<file path="src/rtl/seq_squarer.sv">
`default_nettype none
// ----------------------------------------------------------------------------
// seq_squarer : iterative shift-add unsigned squarer, one multiplier bit/clock
// Revision    : 1.0
// ----------------------------------------------------------------------------
module seq_squarer #(
  parameter int WIDTH = 11,
  parameter int CNT_W = $clog2(WIDTH + 1)
) (
  input  logic                 clk,
  input  logic                 rst_n,
  input  logic                 start,
  input  logic [WIDTH-1:0]     operand,
  output logic                 busy,
  output logic                 done,
  output logic [2*WIDTH-1:0]   result
);

  localparam logic [1:0] S_IDLE = 2'd0;
  localparam logic [1:0] S_CALC = 2'd1;
  localparam logic [1:0] S_DONE = 2'd2;

  logic [1:0]         state;
  logic [1:0]         next_state;
  logic [2*WIDTH-1:0] acc;
  logic [2*WIDTH-1:0] mcand;
  logic [WIDTH-1:0]   mplier;
  logic [CNT_W-1:0]   count;
  logic [2*WIDTH-1:0] addend;
  logic [2*WIDTH-1:0] sum;
  logic               last_iter;

  assign addend    = mplier[0] ? mcand : '0;
  assign sum       = acc + addend;
  assign last_iter = (count == CNT_W'(WIDTH - 1));

  always_ff @(posedge clk or negedge rst_n) begin
    if (!rst_n) begin
      state <= S_IDLE;
    end else begin
      state <= next_state;
    end
  end

  always_comb begin
    next_state = state;
    case (state)
      S_IDLE:  next_state = start ? S_CALC : S_IDLE;
      S_CALC:  next_state = last_iter ? S_DONE : S_CALC;
      S_DONE:  next_state = S_IDLE;
      default: next_state = S_IDLE;
    endcase
  end

  always_comb begin
    busy = (state == S_CALC);
    done = (state == S_DONE);
  end

  // The final iteration's sum goes straight to result so DONE follows the WIDTH-th edge.
  always_ff @(posedge clk or negedge rst_n) begin
    if (!rst_n) begin
      acc    <= '0;
      mcand  <= '0;
      mplier <= '0;
      count  <= '0;
      result <= '0;
    end else begin
      case (state)
        S_IDLE: begin
          if (start) begin
            acc    <= '0;
            mcand  <= {{WIDTH{1'b0}}, operand};
            mplier <= operand;
            count  <= '0;
          end
        end
        S_CALC: begin
          acc    <= sum;
          mcand  <= mcand << 1;
          mplier <= mplier >> 1;
          count  <= count + CNT_W'(1);
          if (last_iter) begin
            result <= sum;
          end
        end
        default: begin
        end
      endcase
    end
  end

endmodule
`default_nettype wire

</file>
<file path="config.mk">
export PLATFORM = sky130hd
export DESIGN_NAME = seq_squarer
export DESIGN_NICKNAME = d
export VERILOG_FILES = /design/src/rtl/seq_squarer.sv
export SDC_FILE = /design/constraint.sdc
export NUM_CORES = 1
export LEC_CHECK = 0
export CORE_UTILIZATION = 61
export CTS_BUF_LIST = sky130_fd_sc_hd__clkbuf_2 sky130_fd_sc_hd__clkbuf_4 sky130_fd_sc_hd__clkbuf_8
export DETAILED_ROUTE_END_ITERATION = 7
export DONT_BUFFER_PORTS = 1
export PLACE_DENSITY_LB_ADDON = 0.05
export SLEW_MARGIN = 15
export SYNTH_ARGS = -nofsm -noshare
export SYNTH_HDL_FRONTEND = slang
export SYNTH_SLANG_ARGS = --single-unit
</file>
<file path="constraint.sdc">
create_clock -name clk -period 3.95 [get_ports clk]
set_input_delay 0.79 -clock clk [delete_from_list [all_inputs] [get_ports clk]]
set_output_delay 0.79 -clock clk [all_outputs]
set_load 0.01 [all_outputs]
</file>
== Word level (Yosys, flattened, before mapping) ==
Cells that the tools add are included.
Cells by class
  $add $sub $neg: 2
  multiply operators: 0
  div/mod/pow operators: 0
  magnitude comparators: 0
  equality and inequality tests: 4
  shift-type cells: 0
  mux-type cells: 12
  bitwise logic cells: 0
  reductions and logical operators: 4
Operators with widths (count)
  $pmux 22 s2: 2
  $mux 22: 3
  $add 22x22->22: 1
  $pmux 11 s2: 1
  $mux 11: 1
  $pmux 4 s2: 1
  $add 4x1->4 const B: 1
  $eq 4x4->1 const B: 1
  $mux 4: 1
  $pmux 2 s2: 1
  $reduce_and 2->1: 2
  $eq 2x1->1 const B: 1
  $eq 2x2->1 const B: 1
  $logic_not 2->1: 1
  $mux 2: 1
  $ne 2x2->1 const B: 1
  $reduce_bool 2->1: 1
  $mux 1: 1
Storage, ports and cells
  bits in registers: 83
  bits in latches: 0
  RAM bits: 0
  bits in read-only memories: 0
  bits of input ports: 14
  output and inout bits: 24
  logic and storage cells: 28
  memories kept: 0

== Depth between registers and ports, before layout ==
Gate-level depths: netlist of run 1.
  word-level depth: 3
  mapped depth: 11

== Worst setup path before layout of run 1 ==
Ideal clock, no wire load.
  kind: reg-to-reg
  start point: register mplier[0]
  end point: register result[21]
  data arrival time: 2.631 ns
  required time: 3.824 ns
  slack: 1.193 ns
  stages on the path, launching flop included: 11
  path buffers: 2
  clock period less this slack: 2.757 ns
  cell sequence: dfrtp_1 clkbuf_1 and2_1 ha_1 clkbuf_1 nand4_1 or4b_1 a31oi_1 mux2_2 o21ai_0 nand3_1
On the way
  word-level cells in the longest chain between the ends: 2
Ends and longest elaborated chain
  from (decl): line 27  | logic [WIDTH-1:0] mplier;
  from (signal assigned): line 74  | mplier <= operand;
  from (signal assigned): line 81  | mplier <= mplier >> 1;
  $mux 22: line 33  | assign addend = mplier[0] ? mcand : '0;
  $add 22x22->22: line 34  | assign sum = acc + addend;
  to (signal assigned): line 84  | result <= sum;
  to (decl): line 16  | output logic [2*WIDTH-1:0] result
Every way passes these cells.
A chain may end at the register's enable or synchronous reset.

== Final worst setup path of run 1 ==
  start point: register mplier[0]
  end point: register acc[18]
On the way
  word-level cells in the longest chain between the ends: 3
Ends and longest elaborated chain
  $mux 22: line 33
  $add 22x22->22: line 34
  $pmux 22 s2: line 69  | case (state)
  to (signal assigned): line 79  | acc <= sum;
  to (decl): line 25  | logic [2*WIDTH-1:0] acc;
Every way passes these cells.

==> results.json, run 1 <==
{
  "final_common_cell": "dfrtp_1",
  "ir_worst_vdd_mv": 0.435,
  "grtUsageTotal_pct": 26.2,
  "crit_path_end_kind": "flop",
  "pwr_density_cell_nw_per_um2": 665,
  "ys_warn_count": 0,
  "slew_headroom_pct": 41.5,
  "internal_power_w": 0.00196,
  "post-place-ws_ns": 0.805,
  "syn_avg_cell_area_um2": 9.79,
  "setup_slack_ns": 0.755,
  "antenna_found_initial": 0,
  "root_buffer": "clkbuf_8",
  "synth-seq-area-share_pct": 44.2,
  "grt_pass1_vias": 3345,
  "vias": 3618,
  "drv_slew": 0,
  "drv_cap": 0,
  "num_antenna_cells": 0,
  "status": "finished, final reports clean",
  "fin_setup_tns_ns": 0,
  "grt_start_max_net_pins": 84,
  "cts_tree": "done",
  "port_buffers": 0,
  "setup_violations": 0,
  "swShare_pct": 40.3,
  "hold-worst-slack_ns": 0.119,
  "layout-drive-gt1-share_pct": 8.23,
  "cpMaxStageDelayCell": "dfrtp_1",
  "syn_inst": 480,
  "dieWidth_um": 89.8,
  "crit_type": "flop to flop",
  "worstMarginPinSlew_ns": 0.876,
  "ys_seq_elements": 83,
  "netlist_area_um2": 4700,
  "cts_htree_levels": 3,
  "syn_nets": 518,
  "p_switching_w": 0.00132,
  "clock-sinks": 83,
  "cp.required_ns": 4.18,
  "dieArea_um2": 8060,
  "area_growth_pct": 5.16,
  "viasPerCell": 6.31,
  "overflow": 0,
  "startpoint_type": "flop",
  "ys_async_sr_fraction_pct": 100,
  "final_nets": 507,
  "cts_hold_buf": 0,
  "hold_violations": 0,
  "clockPowerShare_pct": 17.1,
  "arrival_ns": 3.42,
  "fin_worst_skew_ns": 0.0123,
  "clkTransAtPathRegs_ns": 0.10,
  "synth-edff-count": 0,
  "start_util_pct": 63.8,
  "drc_errors": 0,
  "drt-total-wl_um": 9990,
  "post_cts_resized": 0,
  "first_pass_iters": 5,
  "die_h_um": 89.8,
  "comb_power_share_pct": 37.5,
  "grt_pass1_wl_um": 16800,
  "routedWlPerCell_um": 17.4,
  "period_share_pct": 80.9,
  "crit_path_max_incr_delay_ns": 0.61,
  "rsz0062_at_grt": "false",
  "ant_nets": 0,
  "final_cell_mix": "dfrtp_1, nand2_1, a21oi_1",
  "dp_hpwl_um": 6590,
  "row_count": 31,
  "ios": 38,
  "p_leak_nw": 2.37,
  "insertion_delay_ns": 0.36,
  "period_minus_slack_ns": 3.19,
  "core_um2": 7370,
  "synth-main-ff-cell": "dfrtp_1",
  "fmax_mhz": 313,
  "cts_made_buffers": 9,
  "place_congestion": 0.913,
  "min_path_type": "input port to asynchronous set/reset pin",
  "post-cts-setup-buffers": 0,
  "clock_path_buffers": 2,
  "pwr-share-seq_pct": 45.4,
  "synth_cell_types": 48,
  "crit_fanout": 24,
  "drtIter0Drc": 247,
  "crit_chain": "and2_1, ha_1, fa_1, a21oi_1, o21ai_2, a211oi_4, nor4_1, a211oi_1, mux2i_1, o21ai_0"
}
-- power by group through the flow --
| stage | combinational (W) | clock (W) | sequential [W] |
|---|---|---|---|
| after CTS | 0.00123 | 0.000570 | 0.00149 |
| after global placement | 0.00118 | 0 | 0.00150 |
| after detailed placement | 0.00123 | 0 | 0.00151 |
| final | 0.00123 | 0.000561 | 0.00149 |
| after floorplan | 0.00102 | 0 | 0.00141 |
| after global routing | 0.00138 | 0.000605 | 0.00154 |
-- through the flow --
step                      utilization (%)  area [um2]  cells  power [W]
after floorplan                         -        4700    480    0.00243
after global placement               64.7        4770    557    0.00268
after detailed placement             64.7        4770    557    0.00273
after CTS                            67.1        4940    573    0.00329
after global routing                 67.1        4940    573    0.00352
final                                67.1        4940    573    0.00329
-- worst paths after layout --
check / slack (ns) / cells past startpoint / end / startpoint
min reg2reg: 0.51 / 1 / acc[21] / acc[21]
min: 0.12 / 0 / result[14] / rst_n
min in group clk: 0.51 / 1 / acc[21] / acc[21]
max in group asynchronous: 3.72 / 0 / count[0] / rst_n
max: 0.76 / 10 / acc[18] / mplier[0]
max reg2reg: 0.76 / 10 / acc[18] / mplier[0]
-- worst max-delay path: cells and delay by family (launching register included) --
| family | cells | cell delay, ns |
|---|---|---|
| and+or+nand+nor | 2 | 0.36 |
| muxes | 1 | 0.29 |
| AOI/OAI and AO/OA | 5 | 1.18 |
| adders and majority gates | 2 | 0.61 |
| DFF | 1 | 0.61 |
-- cell type report --
| cell class | instances | area, um2 |
|---|---|---|
| inverter | 9 | 33.8 |
| clock buffer | 9 | 124 |
| clock inverter | 7 | 53.8 |
| tap | 99 | 124 |
| timing repair buffer | 6 | 45.0 |
| fill | 567 | 2430 |
| sequential | 83 | 2080 |
| multi-input combinational | 360 | 2490 |
-- logic make-up after synthesis --
logic type	synth area share [%]
AO/OA/AOI/OAI	22.9
XOR/XNOR	2.61
adder cells (fa/ha/maj)	6.55
buffers and inverters	3.01
flip-flops	44.2
multiplexers	3.49
AND/OR/NAND/NOR	17.2
-- registers in the layout, summed over array words and instances, names as in the netlist --
| name | count |
|---|---|
| acc | 22 |
| result | 22 |
| state | 2 |
| mcand | 22 |
| count | 4 |
| mplier | 11 |
-- synthesized netlist by cell type, types with 2 or more instances --
library cell / number / area share, %
a22oi_1: 5 / 0.80
a21oi_1: 42 / 4.5
buf_1: 4 / 0.32
ha_1: 23 / 6.1
dfrtp_1: 83 / 44
o21ai_0: 20 / 2.1
nor2b_1: 10 / 1.3
nand2b_1: 22 / 2.9
mux2i_1: 7 / 1.5
nand3_1: 13 / 1.4
xor2_1: 6 / 1.1
a21o_1: 11 / 1.8
o21a_1: 3 / 0.48
o21bai_1: 4 / 0.64
clkbuf_1: 22 / 1.8
a31oi_1: 4 / 0.53
o31ai_1: 3 / 0.48
a211oi_1: 3 / 0.48
buf_2: 2 / 0.21
nor4_1: 2 / 0.27
nor2_1: 10 / 0.80
xnor2_1: 8 / 1.5
inv_1: 9 / 0.72
a221o_1: 18 / 3.8
a22o_1: 29 / 5.4
or4_1: 4 / 0.64
and2_1: 23 / 3.1
nor3_1: 5 / 0.53
nand4_1: 4 / 0.53
mux2_2: 7 / 1.7
nand2_1: 57 / 4.6
-- metal layers --
layer,track usage (%),vias to the layer above,share of wire (%)
met3,4.82,13,5.6
met5,0,-,0
met4,8.47,0,1.2
met1,40.0,1754,49
li1,-,1736,-
met2,37.7,115,44
No activity file was read; power rests on OpenSTA's default activity.
==> run 2: changes to the inputs <==
--- a/config.mk
+++ b/config.mk
@@ -5,7 +5,7 @@
 export SDC_FILE = /design/constraint.sdc
 export NUM_CORES = 1
 export LEC_CHECK = 0
-export CORE_UTILIZATION = 61
+export CORE_UTILIZATION = 60
 export CTS_BUF_LIST = sky130_fd_sc_hd__clkbuf_2 sky130_fd_sc_hd__clkbuf_4 sky130_fd_sc_hd__clkbuf_8
 export DETAILED_ROUTE_END_ITERATION = 7
 export DONT_BUFFER_PORTS = 1
==> constraint.sdc (replaced) <==
create_clock -name clk -period 2.8 [get_ports clk]
set_input_delay 0.56 -clock clk [delete_from_list [all_inputs] [get_ports clk]]
set_output_delay 0.56 -clock clk [all_outputs]
set_load 0.01 [all_outputs]
==> results.json, run 2 (synthesis results as in run 1) <==
{
  "place_congestion": 0.862,
  "r2r_end": "acc[18]",
  "dieWidth_um": 90.5,
  "critical_path_depth": 10,
  "n_fill_cell": 565,
  "ant_nets": 0,
  "dp_hpwl_um": 7340,
  "drv_cap": 0,
  "rsz0062_at_grt": "true",
  "placed_area_um2": 4900,
  "cts_made_buffers": 9,
  "first_pass_iters": 4,
  "grt_pass1_wl_um": 18500,
  "post-route-cell-area_um2": 5270,
  "crit_buf_inv": 1,
  "drt-total-wl_um": 11200,
  "core_um2": 7410,
  "reg2regPathDepth": 10,
  "use_met2_pct": 42.6,
  "clkTransAtPathRegs_ns": 0.08,
  "antenna_found_initial": 0,
  "cts_tree": "done",
  "drc_errors": 0,
  "worstMarginPinSlew_ns": 0.708,
  "slew_headroom_pct": 52.7,
  "insertion_delay_ns": 0.36,
  "row_count": 31,
  "cp.required_ns": 3.03,
  "cpMaxStageDelayCell": "dfrtp_1",
  "crit_fanout": 9,
  "routedWlPerCell_um": 18.8,
  "setup_slack_ns": 0.0175,
  "drtIter0Drc": 216,
  "dp.cells": 575,
  "fin_cells": 595,
  "clock_path_buffers": 2,
  "clock-sinks": 83,
  "die_h_um": 90.5,
  "viasPerCell": 6.30,
  "status": "finished, final reports clean",
  "crit_type": "flop to flop",
  "ir_worst_vdd_mv": 0.789,
  "grtUsageTotal_pct": 28.5,
  "fmax_mhz": 359,
  "port_buffers": 0,
  "use_met3_pct": 7.07,
  "fin_worst_skew_ns": 0.00524,
  "top_usage_layer": "met2",
  "worstReg2RegStart": "mplier[0]",
  "grt_start_max_net_pins": 84,
  "period_minus_slack_ns": 2.78,
  "drv_slew": 0,
  "num_antenna_cells": 0,
  "pwr_density_cell_nw_per_um2": 962,
  "dieArea_um2": 8190,
  "reg2reg_slack_ns": 0.02,
  "vias": 3749,
  "min_path_type": "input port to asynchronous set/reset pin",
  "arrival_ns": 3.01,
  "crit_path_end_kind": "flop",
  "reg.largest.list": "acc x22, mcand x22, result x22",
  "crit_end": "acc[18]",
  "crit_path_max_incr_delay_ns": 0.40,
  "layout-drive-gt1-share_pct": 15.3,
  "hold_violations": 0,
  "post-place-ws_ns": -0.0747,
  "use_met1_pct": 41.1,
  "final_cell_mix": "dfrtp_1, nand2_1, a21oi_1",
  "crit_chain": "buf_4, and2_1, ha_1, a21o_1, a211o_1, a211oi_4, nor4_1, a211oi_1, mux2i_1, o21ai_0",
  "area_growth_pct": 12.1,
  "startpoint_type": "flop",
  "overflow": 0,
  "grt_pass1_vias": 3649,
  "final_common_cell": "dfrtp_1",
  "path_delay_family": "compound AO/OA/AOI/OAI gates",
  "period_share_pct": 99.4,
  "root_buffer": "clkbuf_8",
  "p_leak_nw": 2.52,
  "setup_violations": 0,
  "startpoint": "mplier[0]",
  "final_nets": 529,
  "cts_htree_levels": 3,
  "start_util_pct": 63.5,
  "ios": 38
}
[run 2: cell types whose count changed in the layout (fill, tap and decap cells not counted), sizes merged]
| cell | delta |
|---|---|
| inv | -1 |
| clkinv | -2 |
| clkinvlp | -2 |
| bufinv | +2 |
| buf | +22 |
| clkbuf | +3 |
[run 2: per-stage QoR]
step / total power (W) / TNS, ns / utilization [%] / hold slack, ns
detailed placement: 0.00398 / -0.116 / 66.2 / 0.266
floorplan: 0.00343 / 0 / - / 0.264
global route: 0.00540 / -0.333 / 71.2 / 0.0823
global placement: 0.00389 / 0 / 66.2 / 0.266
CTS: 0.00502 / 0 / 69.8 / 0.101
finish: 0.00507 / 0 / 71.2 / 0.0893
[run 2: worst register-to-register path, stage by stage, from the launching register on]
cell      delay (ns)
dfrtp_1         0.40
buf_4           0.16
and2_1          0.15
ha_1            0.29
a21o_1          0.19
a211o_1         0.31
a211oi_4        0.29
nor4_1          0.12
a211oi_1        0.36
mux2i_1         0.28
o21ai_0         0.10
[run 2: power breakdown]
group	switching, W	internal (W)	leakage [nW]
clock network	0.000441	0.000560	0.116
logic	0.00108	0.000888	1.33
registers	0.000433	0.00166	1.08
total	0.00196	0.00311	2.52
[run 2: worst min-delay path by stage]
stage | startpoint | endpoint | slack [ns] | cells after the start
6_report | rst_n | result[16] | 0.09 | 1
5_1_grt | rst_n | result[15] | 0.08 | 1
4_1_cts | rst_n | result[17] | 0.10 | 1
3_5_place_dp | rst_n | acc[14] | 0.27 | 0
3_3_place_gp | rst_n | acc[14] | 0.27 | 0
2_1_floorplan | rst_n | acc[0] | 0.26 | 0
[run 2: routing by layer]
metal	up-vias	share of wire [%]
li1	1774	-
met1	1821	46
met2	139	47
met3	15	6.2
met4	0	1.2
met5	-	0
[run 2: final cells by class]
cell class / instances / area, um2 / share of cell area (%)
multi-input combinational: 360 / 2570 / 48.8
timing repair buffer: 28 / 230 / 4.37
sequential: 83 / 2080 / 39.4
clock inverter: 4 / 72.6 / 1.38
clock buffer: 12 / 159 / 3.01
inverter: 9 / 33.8 / 0.641
tap: 99 / 124 / 2.35
[run 2: repair_timing]
action,CTS,global route
hold endpoints to repair,83,0
resized for setup,2,20
pin swaps,3,6
setup endpoints to repair,7,17
hold buffers,1,0
cloned,0,0
buffers inserted,1,2
==> run 3: changes to the inputs <==
==> constraint.sdc (replaced) <==
create_clock -name clk -period 2.8 [get_ports clk]
set_input_delay 0.56 -clock clk [delete_from_list [all_inputs] [get_ports clk]]
set_output_delay 0.56 -clock clk [all_outputs]
set_load 0.005 [all_outputs]
==> results.json, run 3 (synthesis results as in run 1) <==
{
  "n_fill_cell": 520,
  "period_minus_slack_ns": 2.75,
  "cp.required_ns": 3.08,
  "insertion_delay_ns": 0.36,
  "crit_path_max_incr_delay_ns": 0.53,
  "drc_errors": 0,
  "port_buffers": 0,
  "final_cell_mix": "dfrtp_1, nand2_1, a21oi_1",
  "arrival_ns": 3.03,
  "vias": 3782,
  "antenna_found_initial": 0,
  "crit_path_end_kind": "flop",
  "setup_violations": 0,
  "clock-sinks": 83,
  "final_common_cell": "dfrtp_1",
  "core_um2": 7410,
  "cts_tree": "done",
  "startpoint_type": "flop",
  "ant_nets": 0,
  "cpMaxStageDelayCell": "or4b_4",
  "root_buffer": "clkbuf_8",
  "die_h_um": 90.5,
  "drt-total-wl_um": 11100,
  "min_path_type": "input port to asynchronous set/reset pin",
  "fmax_mhz": 363,
  "cts_made_buffers": 9,
  "rsz0062_at_grt": "true",
  "grt_pass1_vias": 3728,
  "fin_setup_tns_ns": 0,
  "clock_path_buffers": 2,
  "row_count": 31,
  "dieArea_um2": 8190,
  "reg2reg_slack_ns": 0.05,
  "drv_slew": 0,
  "hold_violations": 0,
  "dp.cells": 576,
  "overflow": 0,
  "ir_worst_vdd_mv": 0.651,
  "start_util_pct": 63.5,
  "viasPerCell": 6.31,
  "crit_type": "flop to flop",
  "slew_headroom_pct": 48.1,
  "crit_top_cell": "mux2i_1",
  "grtUsageTotal_pct": 27.7,
  "reg.largest.list": "acc x22, mcand x22, result x22",
  "crit_chain": "buf_12, and2_1, ha_1, a21o_1, a21oi_1, or4b_4, a31oi_4, buf_4, mux2i_1, a31oi_1, mux2i_1",
  "cts_htree_levels": 3,
  "grt_start_max_net_pins": 84,
  "area_growth_pct": 13.8,
  "place_congestion": 0.921,
  "num_antenna_cells": 0,
  "pwr_density_cell_nw_per_um2": 938,
  "clkTransAtPathRegs_ns": 0.09,
  "dp_hpwl_um": 6970,
  "worstMarginPinSlew_ns": 0.777,
  "p_leak_nw": 2.55,
  "drv_cap": 0,
  "fin_worst_skew_ns": 0.00934,
  "first_pass_iters": 5,
  "drtIter0Drc": 319,
  "status": "finished, final reports clean",
  "final_nets": 533,
  "period_share_pct": 98.3,
  "dieWidth_um": 90.5,
  "crit_fanout": 16,
  "fin_cells": 599,
  "grt_pass1_wl_um": 18000,
  "layout-drive-gt1-share_pct": 16.6,
  "routedWlPerCell_um": 18.5,
  "ios": 38
}
-- run 3: what timing repair did --
action	in CTS	in global routing
pin swaps	1	10
resized for setup	4	21
buffers inserted	1	5
hold endpoints to repair	83	0
gates cloned	0	0
setup endpoints to repair	13	18
hold buffers	1	0
-- run 3: path summary, 6_finish.rpt --
check                              to        start  depth (start not counted)
setup reg to reg              acc[21]    mplier[0]                         11
hold / removal             result[20]        rst_n                          1
min in group clk            mcand[10]  operand[10]                          2
setup / recovery              acc[21]    mplier[0]                         11
hold reg to reg             result[5]    result[5]                          2
max in group asynchronous   result[9]        rst_n                          1
-- run 3: final cells by class --
| type | count | area, um2 | area share [%] |
|---|---|---|---|
| Clock buffer | 11 | 139 | 2.60 |
| Timing Repair Buffer | 32 | 273 | 5.10 |
| Clock inverter | 5 | 77.6 | 1.45 |
| Tap cell | 99 | 124 | 2.32 |
| Inverter | 9 | 33.8 | 0.631 |
| Multi-Input combinational cell | 360 | 2630 | 49.1 |
| Sequential cell | 83 | 2080 | 38.8 |
-- run 3: stage by stage --
stage	instance area (um2)	hold WS, ns	setup slack, ns	total power (W)	utilization (%)
after floorplan	4700	0.264	0.0428	0.00337	-
after global placement	4920	0.266	-0.102	0.00385	66.4
after detailed placement	4920	0.266	-0.0903	0.00392	66.4
after CTS	5190	0.109	0.00719	0.00493	70.0
after global routing	5350	0.116	-0.0481	0.00535	72.2
final	5350	0.0644	0.0486	0.00502	72.2
-- run 3: layer usage --
layer / global-route usage [%] / routed length (um) / vias up
li1: - / - / 1779
met1: 38.1 / 5030 / 1871
met2: 42.2 / 5240 / 121
met3: 8.16 / 664 / 11
met4: 8.74 / 136 / 0
met5: 0 / 0 / -
-- run 3: critical path, delay by kind of cell, from the launching register on --
| kind | cells | cell delay [ns] |
|---|---|---|
| AO/OA/AOI/OAI | 4 | 0.52 |
| adder cells (fa/ha/maj) | 1 | 0.32 |
| buffers and inverters | 2 | 0.31 |
| flip-flops | 1 | 0.42 |
| multiplexers | 2 | 0.43 |
| AND/OR/NAND/NOR | 2 | 0.67 |
-- run 3: power breakdown --
| part | switching (W) | internal (W) |
|---|---|---|
| registers | 0.000382 | 0.00166 |
| logic | 0.00108 | 0.000928 |
| clock network | 0.000445 | 0.000520 |
